**src/rtl/router_1x3.sv**
```systemverilog
// router_1x3: byte-serial 1-to-3 packet router with per-destination FIFOs,
// parity checking and per-port read timeout (soft reset).
//
// Source handshake: the router takes data_in at a rising clock edge only if
// busy was low in the cycle before that edge. While busy is high the source
// holds data_in and pkt_valid unchanged. Destination handshake: a byte is
// popped at an edge where read_enb_N is high and vld_out_N is high; the
// popped byte appears on data_out_N after that edge.
module router_1x3 #(
  parameter int FIFO_DEPTH = 16,
  parameter int TIMEOUT    = 30
) (
  input  logic       clock,
  input  logic       reset,
  input  logic [7:0] data_in,
  input  logic       pkt_valid,
  output logic       busy,
  output logic       error,
  input  logic       read_enb_0,
  input  logic       read_enb_1,
  input  logic       read_enb_2,
  output logic       vld_out_0,
  output logic       vld_out_1,
  output logic       vld_out_2,
  output logic [7:0] data_out_0,
  output logic [7:0] data_out_1,
  output logic [7:0] data_out_2,
  output logic [2:0] fsm_state
);

  localparam int PW = $clog2(FIFO_DEPTH);
  localparam int CW = PW + 1;
  localparam int TW = $clog2(TIMEOUT + 1);

  typedef enum logic [2:0] {
    DECODE_ADDRESS     = 3'd0,
    WAIT_TILL_EMPTY    = 3'd1,
    LOAD_FIRST_DATA    = 3'd2,
    LOAD_DATA          = 3'd3,
    FIFO_FULL_STATE    = 3'd4,
    LOAD_AFTER_FULL    = 3'd5,
    LOAD_PARITY        = 3'd6,
    CHECK_PARITY_ERROR = 3'd7
  } state_t;

  state_t state_q, state_d;

  // Packet bookkeeping
  logic [1:0] addr_q;
  logic [7:0] hdr_q;   // header held while waiting for the FIFO to empty
  logic [7:0] pend_q;  // payload byte taken while the FIFO was full
  logic [7:0] par_q;   // received parity byte
  logic [7:0] calc_q;  // running XOR of header and payload
  logic       skip_q;  // discarding a packet addressed to port 3
  logic       done_q;  // parity already stored; full-wait has nothing pending

  // FIFO storage and status; index 3 models the non-existent port 3
  logic [7:0]    mem    [3][FIFO_DEPTH];
  logic [PW-1:0] wr_ptr [3];
  logic [PW-1:0] rd_ptr [3];
  logic [CW-1:0] count  [3];
  logic [TW-1:0] timer  [3];
  logic [7:0]    dout   [3];
  logic [3:0]    full, empty;
  logic [2:0]    rd_req, rd_fire, wr_fire, flush;

  logic       wr_en;
  logic [1:0] wr_addr;
  logic [7:0] wr_data;

  assign rd_req     = {read_enb_2, read_enb_1, read_enb_0};
  assign vld_out_0  = ~empty[0];
  assign vld_out_1  = ~empty[1];
  assign vld_out_2  = ~empty[2];
  assign data_out_0 = dout[0];
  assign data_out_1 = dout[1];
  assign data_out_2 = dout[2];
  assign fsm_state  = state_q;

  // FSM state register
  always_ff @(posedge clock) begin
    if (reset) state_q <= DECODE_ADDRESS;
    else       state_q <= state_d;
  end

  // FSM next-state logic
  always_comb begin
    state_d = state_q;
    case (state_q)
      DECODE_ADDRESS:
        if (pkt_valid && !skip_q && data_in[1:0] != 2'd3)
          state_d = empty[data_in[1:0]] ? LOAD_FIRST_DATA : WAIT_TILL_EMPTY;
      WAIT_TILL_EMPTY:
        if (empty[addr_q]) state_d = LOAD_FIRST_DATA;
      LOAD_FIRST_DATA:
        state_d = LOAD_DATA;
      LOAD_DATA:
        if (!pkt_valid)          state_d = LOAD_PARITY;
        else if (full[addr_q])   state_d = FIFO_FULL_STATE;
      FIFO_FULL_STATE:
        if (!full[addr_q]) state_d = LOAD_AFTER_FULL;
      LOAD_AFTER_FULL:
        if (done_q)         state_d = DECODE_ADDRESS;
        else if (pkt_valid) state_d = LOAD_DATA;
        else                state_d = LOAD_PARITY;
      LOAD_PARITY:
        if (!full[addr_q]) state_d = CHECK_PARITY_ERROR;
      CHECK_PARITY_ERROR:
        state_d = full[addr_q] ? FIFO_FULL_STATE : DECODE_ADDRESS;
      default:
        state_d = DECODE_ADDRESS;
    endcase
  end

  // FSM outputs: busy and the FIFO write request
  always_comb begin
    busy    = 1'b1;
    wr_en   = 1'b0;
    wr_addr = addr_q;
    wr_data = data_in;
    case (state_q)
      DECODE_ADDRESS: begin
        busy    = 1'b0;
        wr_addr = data_in[1:0];
        wr_en   = pkt_valid && !skip_q && data_in[1:0] != 2'd3 && empty[data_in[1:0]];
      end
      WAIT_TILL_EMPTY: begin
        wr_data = hdr_q;
        wr_en   = empty[addr_q];
      end
      LOAD_DATA: begin
        busy  = 1'b0;
        wr_en = pkt_valid && !full[addr_q];
      end
      LOAD_AFTER_FULL: begin
        wr_data = pend_q;
        wr_en   = !done_q;
      end
      LOAD_PARITY: begin
        wr_data = par_q;
        wr_en   = !full[addr_q];
      end
      default: ;
    endcase
  end

  // Packet registers: address, held bytes, parity accumulation and error flag
  always_ff @(posedge clock) begin
    if (reset) begin
      addr_q <= '0;
      hdr_q  <= '0;
      pend_q <= '0;
      par_q  <= '0;
      calc_q <= '0;
      skip_q <= 1'b0;
      done_q <= 1'b0;
      error  <= 1'b0;
    end else begin
      if (!pkt_valid) skip_q <= 1'b0;
      case (state_q)
        DECODE_ADDRESS:
          if (pkt_valid && !skip_q) begin
            if (data_in[1:0] == 2'd3) begin
              skip_q <= 1'b1;
            end else begin
              addr_q <= data_in[1:0];
              hdr_q  <= data_in;
              calc_q <= data_in;
              done_q <= 1'b0;
              error  <= 1'b0;
            end
          end
        LOAD_DATA:
          if (!pkt_valid)          par_q  <= data_in;
          else if (full[addr_q])   pend_q <= data_in;
          else                     calc_q <= calc_q ^ data_in;
        LOAD_AFTER_FULL:
          if (!done_q) begin
            calc_q <= calc_q ^ pend_q;
            if (!pkt_valid) par_q <= data_in;
          end
        CHECK_PARITY_ERROR: begin
          error <= (calc_q != par_q);
          if (full[addr_q]) done_q <= 1'b1;
        end
        default: ;
      endcase
    end
  end

  // FIFO status and per-port read/write/flush qualifiers
  always_comb begin
    full[3]  = 1'b1;
    empty[3] = 1'b0;
    for (int i = 0; i < 3; i++) begin
      full[i]    = (count[i] == CW'(FIFO_DEPTH));
      empty[i]   = (count[i] == '0);
      rd_fire[i] = rd_req[i] && !empty[i];
      wr_fire[i] = wr_en && (wr_addr == 2'(i)) && !full[i];
      flush[i]   = !empty[i] && !rd_req[i] && (timer[i] == TW'(TIMEOUT - 1));
    end
  end

  // FIFO storage, pointers, registered read data and unread timeout
  always_ff @(posedge clock) begin
    for (int i = 0; i < 3; i++) begin
      if (reset || flush[i]) begin
        wr_ptr[i] <= '0;
        rd_ptr[i] <= '0;
        count[i]  <= '0;
        timer[i]  <= '0;
        dout[i]   <= '0;
      end else begin
        if (wr_fire[i]) begin
          mem[i][wr_ptr[i]] <= wr_data;
          wr_ptr[i]         <= wr_ptr[i] + 1'b1;
        end
        if (rd_fire[i]) begin
          dout[i]   <= mem[i][rd_ptr[i]];
          rd_ptr[i] <= rd_ptr[i] + 1'b1;
        end
        if (wr_fire[i] && !rd_fire[i])      count[i] <= count[i] + 1'b1;
        else if (rd_fire[i] && !wr_fire[i]) count[i] <= count[i] - 1'b1;
        if (!empty[i] && !rd_req[i]) timer[i] <= timer[i] + 1'b1;
        else                         timer[i] <= '0;
      end
    end
  end

endmodule

```
**config.mk**
```make
export PLATFORM = sky130hd
export DESIGN_NAME = router_1x3
export DESIGN_NICKNAME = d
export VERILOG_FILES = /design/src/rtl/router_1x3.sv
export SDC_FILE = /design/constraint.sdc
export NUM_CORES = 1
export LEC_CHECK = 0
export CORE_ASPECT_RATIO = 0.5
export CORE_MARGIN = 2
export CORE_UTILIZATION = 30
export CTS_CLUSTER_DIAMETER = 200
export DETAILED_ROUTE_END_ITERATION = 6
export PLACE_DENSITY_LB_ADDON = 0.2
export RECOVER_POWER = 100
export SKIP_LAST_GASP = 1
export SLEW_MARGIN = 20
export SYNTH_ARGS = -nofsm -noshare
export SYNTH_HDL_FRONTEND = slang
export SYNTH_SLANG_ARGS = --single-unit
```
**constraint.sdc**
```tcl
create_clock -name clock -period 7.7 [get_ports clock]
set_input_delay 1.155 -clock clock [delete_from_list [all_inputs] [get_ports clock]]
set_output_delay 1.155 -clock clock [all_outputs]
set_load 0.01 [all_outputs]
```
==> Word level (Yosys, flattened, before mapping) <==
Memories as Yosys holds them, arrays and structs flattened.
Index checks and enable logic that the tools add are counted.
{ "classes": {"n_addsub": 15, "n_mul": 0, "div_mod_pow": 0, "order_cmp": 11, "n_eq_ne": 29, "shifts": 0, "mux": 147, "bitwise": 33, "n_reduce_logical": 67} }
{ "op_table": {"columns": ["cell", "count"], "rows": [
  ["two-way mux 128 bit", 7],
  ["OR reduction 128 bit", 2],
  ["two-way mux 8 bit", 19],
  ["binary-select mux 8 bit (select 4 bit)", 3],
  ["demux 8 bit (select 4 bit)", 3],
  ["two-way mux 1 bit", 74],
  ["two-way mux 5 bit", 12],
  ["one-hot mux 8 bit (3 select lines)", 2],
  ["adder 5 x 1 -> 5 bit, second input constant", 6],
  ["== test 5 bit, second input constant", 6],
  [">= comparator 5 bit, second input constant", 6],
  ["NOT 4 -> 5 bit", 6],
  ["logical AND 1 bit", 28],
  ["two-way mux 3 bit", 9],
  ["adder 4 x 1 -> 4 bit, second input constant", 6],
  ["two-way mux 4 bit", 6],
  ["one-hot mux 3 bit (8 select lines)", 1],
  ["!= test 2 bit, second input constant", 11],
  ["OR 1 bit", 21],
  ["zero test 1 bit", 18],
  ["one-hot mux 8 bit (2 select lines)", 1],
  ["bitwise XOR 8 bit", 2],
  ["zero test 5 bit", 3],
  ["< comparator 5 x 1 -> 1 bit, second input constant", 3],
  ["25 further kinds", 47]
]} }
{ "totals": {"reg_bits": 40, "latchBits": 0, "mem_bits_rw": 462, "romBits": 0, "out_inout_bits": 32, "elab_cells": 317, "mem_count": 6} }
{ "memory_table": {"columns": ["name", "words", "width", "read_ports", "rd_ports_with_merged_regs", "wr", "line_no", "rtl"], "rows": [
  ["mem", 3, 128, 3, 0, 1, "58", "logic [7:0] mem [3][FIFO_DEPTH];"],
  ["dout", 3, 8, 3, 0, 3, "63", "logic [7:0] dout [3];"],
  ["count", 3, 5, 3, 0, 3, "61", "logic [CW-1:0] count [3];"],
  ["timer", 3, 5, 3, 0, 3, "62", "logic [TW-1:0] timer [3];"],
  ["rd_ptr", 3, 4, 3, 0, 3, "60", "logic [PW-1:0] rd_ptr [3];"],
  ["wr_ptr", 3, 4, 3, 0, 3, "59", "logic [PW-1:0] wr_ptr [3];"]
]} }

==> Depth between registers and ports, before layout <==
Gate-level depths: netlist of the first run.
An unclocked memory read counts as a cell.
{ "depth": {"depth_word": 16, "depth_mapped": 14, "ltp_nobuf": 13} }

==> Worst setup path before layout of the first run <==
No wires, ideal clock.
{ "synth_timing": {"path_kind": "input to register", "start": "input port data_in[1]", "end": "memory mem[0][105] in the netlist's numbering, data pin", "setup_ns": 0.578, "arrival_ns": 3.458, "required_time_ns": 7.122, "path_slack_ns": 3.664, "path_stages": 3, "path_cell_list": "clkbuf_1 a221oi_1 o21ai_0"} }
{ "synth_via": {"elab_cells_between_ends": 17, "cone_classes": "eq/ne: 2; mux: 10; reduce/logical: 5"} }
{ "synth_rtl": {"columns": ["item", "line_no", "rtl"], "rows": [
  ["start: declaration", "15", "input logic [7:0] data_in,"],
  ["one-hot mux 8 bit (3 select lines) *", "121", "case (state_q)"],
  ["named net wr_data[1]", "69", "logic [7:0] wr_data;"],
  ["two-way mux 128 bit (no source line)", null, null],
  ["two-way mux 128 bit (no source line) *", null, null],
  ["end: declaration", "58", null]
]} }
The timed path passes the listed nets; every way through them passes the cells marked *. The select of a mux whose other input is x is not followed.

==> Final worst setup path of the first run <==
{ "layout_timing": {"start": "register state_q[1], in the netlist fsm_state[1]", "end": "memory mem[0][123] in the netlist's numbering (enable)"} }
{ "layout_via": {"elab_chain_len": 11, "elab_cells_between_ends": 31, "cone_classes": "eq/ne: 6; mux: 15; reduce/logical: 10"} }
{ "layout_lines": {"columns": ["item", "line_no", "rtl"], "rows": [
  ["start: declaration", "46", "state_t state_q, state_d;"],
  ["start signal: assignment", "83", "else state_q <= state_d;"],
  ["zero test 3 bit", "121", null],
  ["two-way mux 2 bit", "121", null],
  ["== test 2 x 1 -> 1 bit", "199", "wr_fire[i] = wr_en && (wr_addr == 2'(i)) && !full[i];"],
  ["logical AND 1 bit (2 in a row)", "199", null],
  ["two-way mux 1 bit", "214", "if (wr_fire[i]) begin"],
  ["two-way mux 1 bit", "207", "if (reset || flush[i]) begin"],
  ["two-way mux 128 bit (not written as such)", "215", "mem[i][wr_ptr[i]] <= wr_data;"],
  ["OR reduction 128 bit (no source line)", null, null],
  ["two-way mux 2 bit (no source line) or two-way mux 128 bit (tied branches) (2 in a row)", null, null]
]} }
Parallel ways exist; a longest one is shown, timed or not.

==> flow_summary.yaml, run 1 <==
floorplanning:
  die_width_um: 382.2
  start_util: 0.3026
  ios: 46
  die_area_sq_mm: 0.07379
  core.rowCount: 69
  die_y_um: 193.1
  coreArea_sq_mm: 0.07088
synth:
  synth-edff-count: 462
  muxShareOfSynthArea: 0.1274
  synth_async_sr_flop_share: 0
  synthAdderAreaFrac: 0.01843
  syn_area_sq_mm: 0.02145
  synth_top_area_share: 0.6468
  synth-seq-cells: 500
  synth-simple-area-share: 0.08125
  ys_seq_area_frac: 0.6822
  synth.distinct_cells: 79
  ys.flop_type: "edfxtp_1"
  synth_compound_area_frac: 0.05477
  synthXorXnorAreaFrac: 0.01756
  synth_top_family_by_area: "multiplexers"
  syn_inst: 1333
  synth_warnings: 0
  synth.avg_cell_area_sq_um: 16.09
  synthTopCellsByArea: "edfxtp_1, mux4_2, dfxtp_1"
  yosys.area.top_type: "edfxtp_1"
pwr:
  internal_power_mw: 5.475
  seqPwrFrac: 0.462
  switching_share: 0.3035
  p_clk_frac: 0.320
  finalPower_mw: 7.860
  power.density_mw_per_mm2: 319.0
  combPwrFrac: 0.218
  power.leakage_nw: 7.956
  ir_drop_uv: 255.5
  power.switching_mw: 2.386
global_route:
  grt_pass1_wl_um: 77730
  grt_max_degree: 50
  first_global_vias: 12070
  antenna_found_initial: 4
  grt_util_all_layers: 0.1393
  overflow: 0
final_layout:
  num_antenna_cells: 0
  final_common_cell: "edfxtp_1"
  fillerInstances: 6628
  final_layout_size_suffix_gt1_frac: 0.1466
  nets: 1436
  area_delta_synth_final_pct: 14.87
  layout_common_cells: "edfxtp_1, nor2_1, mux4_2, nand2_1, clkbuf_16"
clock_tree:
  cts.repair.resized: 0
  ctsHtreeMaxLevel: 2
  cts_hold_buffers: 0
  clock_latency_ns: 0.61
  cts.sinks: 500
  cts_tree: "yes"
  clk_pin_slew_ns: 0.06
  clock-root-buffer: "clkbuf_16"
  cts_buffers: 49
  cts_setup_buffers: 0
  cts_buffer_depth: 3
critical_path:
  r2r-start: "fsm_state[1]"
  startpoint: "fsm_state[1]"
  cp-end-kind: "flip-flop"
  cpMostUsedCell: "nor3_1"
  cp.required_ns: 7.91
  worstSetupPathType: "reg2reg"
  rrSetupSlack_ns: 2.01
  crit_chain: "clkbuf_1 > nor3_1 > nand4_1 > a21o_1 > a31oi_1 > nand3_1 > nor3_1"
  reg2regPathDepth: 7
  slowest_delay_ns: 1.02
  worstPathMaxFanout: 35
  cp.arrival_ns: 5.90
  slowest_stage: "a31oi_1"
  startpoint_type: "flip-flop"
route:
  drt_first_iter_violations: 1016
  ant_nets: 0
  routed_wl_um: 51220
  drcViolationCount: 0
  vias: 11880
  firstDrtPassIters: 5
  vias_per_cell: 4.970
  wl_per_cell_um: 21.43
placement:
  dpl.hpwl_um: 32600
  globalplace.congestion: 0.8174
  numPortBuffers: 45
run:
  maxCapViolations: 8
run_status:
  violations: "capacitance limit, slew limit"
  status: "finished with violations"
sta:
  rsz0062_at_grt: "false"
  tightestPinTransition_ns: 2.883
  finalHoldViolations: 0
  setup-tns-final_ns: 0
  hold_slack_ns: 0.4595
  slew_headroom: -0.9219
  slew_violations: 252
  fin_skew_ns: 0.03132
  fin_crit_sh: 0.7393
  fmax_ghz: 0.1757
  post-route-min-period_ns: 5.692
  setup_violations: 0
min_path:
  holdPathStages: 2
  hp-start: "hdr_q[7]"
  hold_class: "reg2reg"
[synthesized netlist by cell type, drive strengths merged (5+ instances only)]
library cell / number
edfxtp: 462
nor2: 110
mux4: 102
nand2: 67
o21ai: 47
a21oi: 42
clkbuf: 42
mux2i: 39
and2: 38
dfxtp: 38
nand3: 34
ha: 30
buf: 28
inv: 27
xor2: 23
xnor2: 20
nor3: 16
a221oi: 14
and3: 12
nand2b: 12
nor2b: 11
o22ai: 10
a211oi: 9
a22oi: 7
a31oi: 7
o221ai: 7
or2: 6
and4: 5
o211ai: 5
[critical path: cells and delay by family, from the launching register on]
kind	cells	cell delay (ns)
AND/OR/NAND/NOR	4	2.96
flip-flops	1	0.30
AO/OA/AOI/OAI	2	1.42
buffers and inverters	1	0.61
[cells by family after synthesis]
group / Yosys count
adders and majority gates: 31
AOI/OAI and AO/OA: 175
and+or+nand+nor: 340
DFF: 500
muxes: 145
buffers and inverters: 98
xor gates and xnor gates: 43
other: 1
[power by group through the flow]
stage                     logic, mW  clock network, mW  registers, mW
final                          1.72               2.51           3.63
after floorplan                1.02                  0           3.65
after detailed placement       1.79                  0           3.67
after global routing           1.89               2.68           3.65
after global placement         1.79                  0           3.66
after CTS                      1.79               2.57           3.61
[flip-flops by register name, summed over array words and instances, names as in the netlist]
signal / count
addr_q: 1
calc_q: 8
count: 15
done_q: 1
dout: 24
error: 1
fsm_state: 3
hdr_q: 7
mem: 384
par_q: 8
pend_q: 8
rd_ptr: 12
skip_q: 1
timer: 15
wr_ptr: 12
[metal layers]
metal / vias to the layer above / track usage / share of wire / routed length, um
li1: 5326 / - / - / -
met3: 83 / 0.02222 / 0.052 / 2682
met4: 0 / 0.04634 / 0.027 / 1402
met5: - / 0 / 0 / 0
met1: 6154 / 0.1973 / 0.46 / 23450
met2: 315 / 0.2197 / 0.46 / 23680
[cell type report]
| type | instances | area [sq um] | share of cell area |
|---|---|---|---|
| Clock inverter | 36 | 404.1 | 0.01640 |
| Timing Repair Buffer | 63 | 550.5 | 0.02234 |
| Clock buffer | 56 | 1274 | 0.05169 |
| Sequential cell | 500 | 14630 | 0.5939 |
| Tap cell | 958 | 1199 | 0.04864 |
| Inverter | 28 | 105.1 | 0.004265 |
| Multi-Input combinational cell | 749 | 6475 | 0.2628 |
[path summary, 6_finish.rpt]
path	to
setup / recovery	mem[0][123]
hold / removal	hdr_q[7]
setup reg to reg	mem[0][123]
hold reg to reg	hdr_q[7]
[stage by stage]
stage	utilization	instances	cell area, sq um	worst slack (ns)
2_1_floorplan	-	1347	21500	3.664
3_3_place_gp	0.3256	2298	23080	2.780
3_5_place_dp	0.3257	2298	23090	2.573
4_1_cts	0.3494	2390	24770	3.196
5_1_grt	0.3477	2390	24640	1.504
6_report	0.3477	2390	24640	2.008
(Power assumes the default switching activity.)
==> run 2, diff against run 1 <==
- clock period: 7.7 -> 5.18 ns (I/O delays scaled with it)
==> flow_summary.yaml, run 2 (synthesized netlist as in run 1, its figures left out) <==
run_status:
  status: "finished with violations"
  violations: "capacitance limit, slew limit"
global_route:
  antenna_found_initial: 2
  grt_pass1_wl_um: 75120
  grt_max_degree: 49
  overflow: 0
  grt_util_all_layers: 0.1341
  first_global_vias: 11890
clock_tree:
  cts.sinks: 500
  cts_buffer_depth: 3
  cts_buffers: 48
  clock-root-buffer: "clkbuf_16"
  cts_setup_buffers: 0
  clk_pin_slew_ns: 0.06
  cts_hold_buffers: 0
  cts.repair.resized: 0
  ctsHtreeMaxLevel: 2
  cts_tree: "yes"
  clock_latency_ns: 0.57
route:
  firstDrtPassIters: 5
  drcViolationCount: 0
  vias: 11800
  drt_first_iter_violations: 916
  routed_wl_um: 49990
  vias_per_cell: 4.930
  ant_nets: 0
  wl_per_cell_um: 20.89
placement:
  globalplace.congestion: 0.8018
  numPortBuffers: 45
  dpl.hpwl_um: 32590
  dp_slack_ns: 0.7791
sta:
  fmax_ghz: 0.2254
  slew_violations: 29
  fin_skew_ns: 0.01413
  tightestPinTransition_ns: 2.324
  slew_headroom: -0.5595
  setup-tns-final_ns: 0
  post-route-min-period_ns: 4.437
  setup_violations: 0
  rsz0062_at_grt: "false"
  fin_crit_sh: 0.8565
  finalHoldViolations: 0
  timing.final.ws_setup_ns: 0.7432
floorplanning:
  start_util: 0.3026
  die_width_um: 382.2
  die_y_um: 193.1
  die_area_sq_mm: 0.07379
  coreArea_sq_mm: 0.07088
  core.rowCount: 69
  ios: 46
final_layout:
  num_antenna_cells: 0
  largest_register_ffs: 384
  nets: 1443
  fillerInstances: 6666
  final_common_cell: "edfxtp_1"
  final_layout_size_suffix_gt1_frac: 0.1436
  layout_common_cells: "edfxtp_1, nor2_1, mux4_2, nand2_1, clkbuf_16"
  area_delta_synth_final_pct: 14.77
pwr:
  ir_drop_uv: 239.3
  power.leakage_nw: 7.976
  power.density_mw_per_mm2: 467.3
min_path:
  hold_class: "reg2reg"
critical_path:
  reg2regPathDepth: 5
  startpoint: "fsm_state[0]"
  r2r-start: "fsm_state[0]"
  worstSetupPathType: "reg2reg"
  worstSetupEndpoint: "mem[0][86]"
  worstPathMaxFanout: 30
  cp.arrival_ns: 4.77
  rr_endpoint: "mem[0][86]"
  startpoint_type: "flip-flop"
  rrSetupSlack_ns: 0.74
  cp.required_ns: 5.51
  cp-end-kind: "flip-flop"
run:
  maxCapViolations: 2
## run 2: cell count changes in the layout (fill, tap and decap cells not counted), sizes merged
cell / change
clkinvlp: -7
clkdlybuf4s50: -1
clkbuf: +5
dlygate4sd3: +1
clkinv: +4
buf: +2
inv: -1
## run 2: layout make-up
type,count,area [sq um],area share
inverters,28,105.1,0.004269
flip-flops and latches,500,14630,0.5944
clock buffers,55,1249,0.05072
repair buffers,71,593.1,0.02409
multi-input cells,749,6475,0.2630
well taps,958,1199,0.04869
clock inverters,32,364.1,0.01479
## run 2: per-layer routing
| metal | vias up | track usage | part of all wire |
|---|---|---|---|
| met5 | - | 0 | 0.00026 |
| met4 | 2 | 0.03801 | 0.024 |
| met3 | 77 | 0.02614 | 0.060 |
| met2 | 335 | 0.2127 | 0.46 |
| met1 | 6054 | 0.1883 | 0.45 |
| li1 | 5330 | - | - |
## run 2: worst min-delay path by stage
| stage | cells after the start | startpoint | endpoint | slack, ns |
|---|---|---|---|---|
| final | 2 | hdr_q[3] | hdr_q[3] | 0.46 |
| after global routing | 2 | hdr_q[3] | hdr_q[3] | 0.48 |
| after CTS | 2 | hdr_q[2] | hdr_q[2] | 0.46 |
| after detailed placement | 2 | hdr_q[2] | hdr_q[2] | 0.45 |
| after global placement | 2 | hdr_q[3] | hdr_q[3] | 0.45 |
| after floorplan | 2 | hdr_q[6] | hdr_q[6] | 0.44 |
## run 2: power breakdown
part	internal (mW)	switching [mW]	total (mW)
Clock	2.08	1.52	3.60
Combinational	0.811	1.69	2.50
Sequential	5.18	0.219	5.40
Total	8.08	3.43	11.5
## run 2: worst max-delay path, cell delays in order (launching register included)
cell,delay [ns]
dfxtp_1,0.59
inv_1,0.40
nor2_1,0.62
a221oi_1,0.20
o21ai_1,1.76
buf_4,0.59
## run 2: through the flow
step / total power, mW / utilization / area (sq um) / hold slack, ns / instances
after global placement: 8.043 / 0.3265 / 23140 / 0.4538 / 2306
after floorplan: 6.940 / - / 21500 / 0.4361 / 1347
final: 11.50 / 0.3473 / 24620 / 0.4602 / 2393
after CTS: 11.73 / 0.3492 / 24750 / 0.4601 / 2393
after global routing: 12.05 / 0.3473 / 24620 / 0.4757 / 2393
after detailed placement: 8.107 / 0.3265 / 23140 / 0.4501 / 2306
==> run 3, diff against run 2 <==
- ABC_AREA: default -> 1
- SLEW_MARGIN: 20 -> 30
==> flow_summary.yaml, run 3 <==
sta:
  tightestPinTransition_ns: 1.613
  setup-tns-final_ns: 0
  rsz0062_at_grt: "false"
  slew_headroom: -0.07552
  fin_crit_sh: 0.7939
  setup_violations: 0
  fmax_ghz: 0.2432
  fin_skew_ns: 0.01858
  post-route-min-period_ns: 4.112
  slew_violations: 100
  finalHoldViolations: 0
  hold_slack_ns: 0.4469
global_route:
  first_global_vias: 13690
  grt_pass1_wl_um: 83320
  grt_max_degree: 96
  grt_util_all_layers: 0.1448
  antenna_found_initial: 1
  overflow: 0
pwr:
  switching_share: 0.3028
  seqPwrFrac: 0.471
  combPwrFrac: 0.189
  p_clk_frac: 0.339
  internal_power_mw: 7.486
  power.leakage_nw: 8.606
  ir_drop_uv: 256.6
  power.switching_mw: 3.251
  power.density_mw_per_mm2: 436.5
route:
  firstDrtPassIters: 5
  ant_nets: 0
  wl_per_cell_um: 18.91
  routed_wl_um: 54670
  drcViolationCount: 0
  vias: 13800
  vias_per_cell: 4.775
  drt_first_iter_violations: 1132
clock_tree:
  clock_latency_ns: 0.60
  cts_buffers: 50
  cts_hold_buffers: 0
  clk_pin_slew_ns: 0.06
  clock-root-buffer: "clkbuf_16"
  ctsHtreeMaxLevel: 2
  cts_buffer_depth: 3
  cts.repair.resized: 0
  cts_tree: "yes"
  cts.sinks: 500
  cts_setup_buffers: 0
final_layout:
  final_common_cell: "edfxtp_1"
  layout_common_cells: "edfxtp_1, nand2_1, nor2_1, o21ai_0, inv_1"
  largest_register_ffs: 384
  nets: 1939
  num_antenna_cells: 0
  fin_area_sq_mm: 0.02460
  layoutNonFillerInstCount: 2891
  area_delta_synth_final_pct: 14.39
  final_layout_size_suffix_gt1_frac: 0.06311
run_status:
  status: "finished with violations"
  violations: "capacitance limit, slew limit"
critical_path:
  crit_chain: "inv_1 > nand3_1 > nand2_1 > o21ai_4 > clkbuf_1"
  cp.depth: 5
  worstSetupPathType: "reg2reg"
  cp.arrival_ns: 4.27
  startpoint_type: "flip-flop"
  cp-end-kind: "flip-flop"
  cp.required_ns: 5.34
  worstPathMaxFanout: 25
  slowest_delay_ns: 1.23
  reg2regPathDepth: 5
  slowest_stage: "clkbuf_1"
  path_buf_inv: 2
  rrSetupSlack_ns: 1.07
  path_delay_family: "buffers and inverters"
synth:
  synth-edff-count: 462
  muxShareOfSynthArea: 0.01117
  synth.distinct_cells: 45
  ys_seq_area_frac: 0.6805
  synth_async_sr_flop_share: 0
  synth-simple-area-share: 0.1121
  synthXorXnorAreaFrac: 0.01874
  synthAdderAreaFrac: 0.01839
  synth-seq-cells: 500
  synthTopCellsByArea: "edfxtp_1, o21ai_0, nor2_1"
  synth.avg_cell_area_sq_um: 11.64
  synth_compound_area_frac: 0.1162
  synth_warnings: 0
  syn_area_sq_mm: 0.02150
  ys.flop_type: "edfxtp_1"
  yosys.area.top_type: "edfxtp_1"
  synth_top_family_by_area: "compound AO/OA/AOI/OAI gates"
  synth_top_area_share: 0.6451
  syn_inst: 1847
  synth.most_common_cell: "edfxtp_1"
  synthTopCellsByCount: "edfxtp_1, nor2_1, o21ai_0"
placement:
  numPortBuffers: 45
  dpl.hpwl_um: 34320
  numPlacedInstances: 2800
  globalplace.congestion: 0.7794
  dpl_cell_area_sq_mm: 0.02316
floorplanning:
  ios: 46
  coreArea_sq_mm: 0.07097
  die_width_um: 382.6
  core.rowCount: 69
  start_util: 0.3030
  die_y_um: 193.3
  die_area_sq_mm: 0.07397
run:
  maxCapViolations: 3
min_path:
  hold_class: "reg2reg"
  holdPathStages: 2
[run 3: changes by cell type in the layout (fill, tap and decap cells not counted), sizes merged, moves of 89 or more]
cell   before  now
o21ai      47  235
mux4      102    0
nand2      67  229
a21oi      42  131
nor2      110  229
inv        28  154
[run 3: through the flow]
stage | util | worst slack [ns] | power [mW]
3_3_place_gp | 0.3257 | 1.261 | 7.273
5_1_grt | 0.3466 | 0.8027 | 11.20
3_5_place_dp | 0.3263 | 1.200 | 7.274
6_report | 0.3466 | 1.068 | 10.74
2_1_floorplan | - | 1.626 | 6.355
4_1_cts | 0.3490 | 1.750 | 10.91
[run 3: cell type report]
class                   count  area, sq um
multi-input cells        1124         6013
fillers                  7093        46370
well taps                 958         1199
repair buffers             64        568.0
flip-flops and latches    500        14630
clock inverters            24        271.5
clock buffers              67         1336
inverters                 154        578.1
[run 3: layer usage]
| layer | vias to the layer above | GRT usage | share of wire |
|---|---|---|---|
| met5 | - | 0 | 0 |
| met4 | 0 | 0.03179 | 0.016 |
| met3 | 66 | 0.02096 | 0.047 |
| met2 | 266 | 0.2238 | 0.44 |
| met1 | 6821 | 0.2148 | 0.49 |
| li1 | 6651 | - | - |
[run 3: cells by family after synthesis]
group	after synthesis
simple gates	554
flops	500
compound gates	454
buf+inv	237
xor+xnor	46
fa+ha+maj	31
mux	24
other cells	1
[run 3: worst paths after layout]
kind	from	to
setup / recovery	fsm_state[0]	mem[0][361]
hold / removal	pend_q[4]	pend_q[4]
setup reg to reg	fsm_state[0]	mem[0][361]
hold reg to reg	pend_q[4]	pend_q[4]
[run 3: tightest hold or removal path: stages, from the launching register on]
cell and delay (ns):
dfxtp_1 0.31, inv_1 0.05, a21oi_1 0.05
[run 3: power by group through the flow]
stage | Combinational [mW] | Sequential (mW) | Clock [mW]
global route | 2.25 | 5.09 | 3.86
CTS | 2.15 | 5.04 | 3.72
floorplan | 1.26 | 5.09 | 0
detailed placement | 2.15 | 5.13 | 0
global placement | 2.15 | 5.13 | 0
finish | 2.03 | 5.06 | 3.64
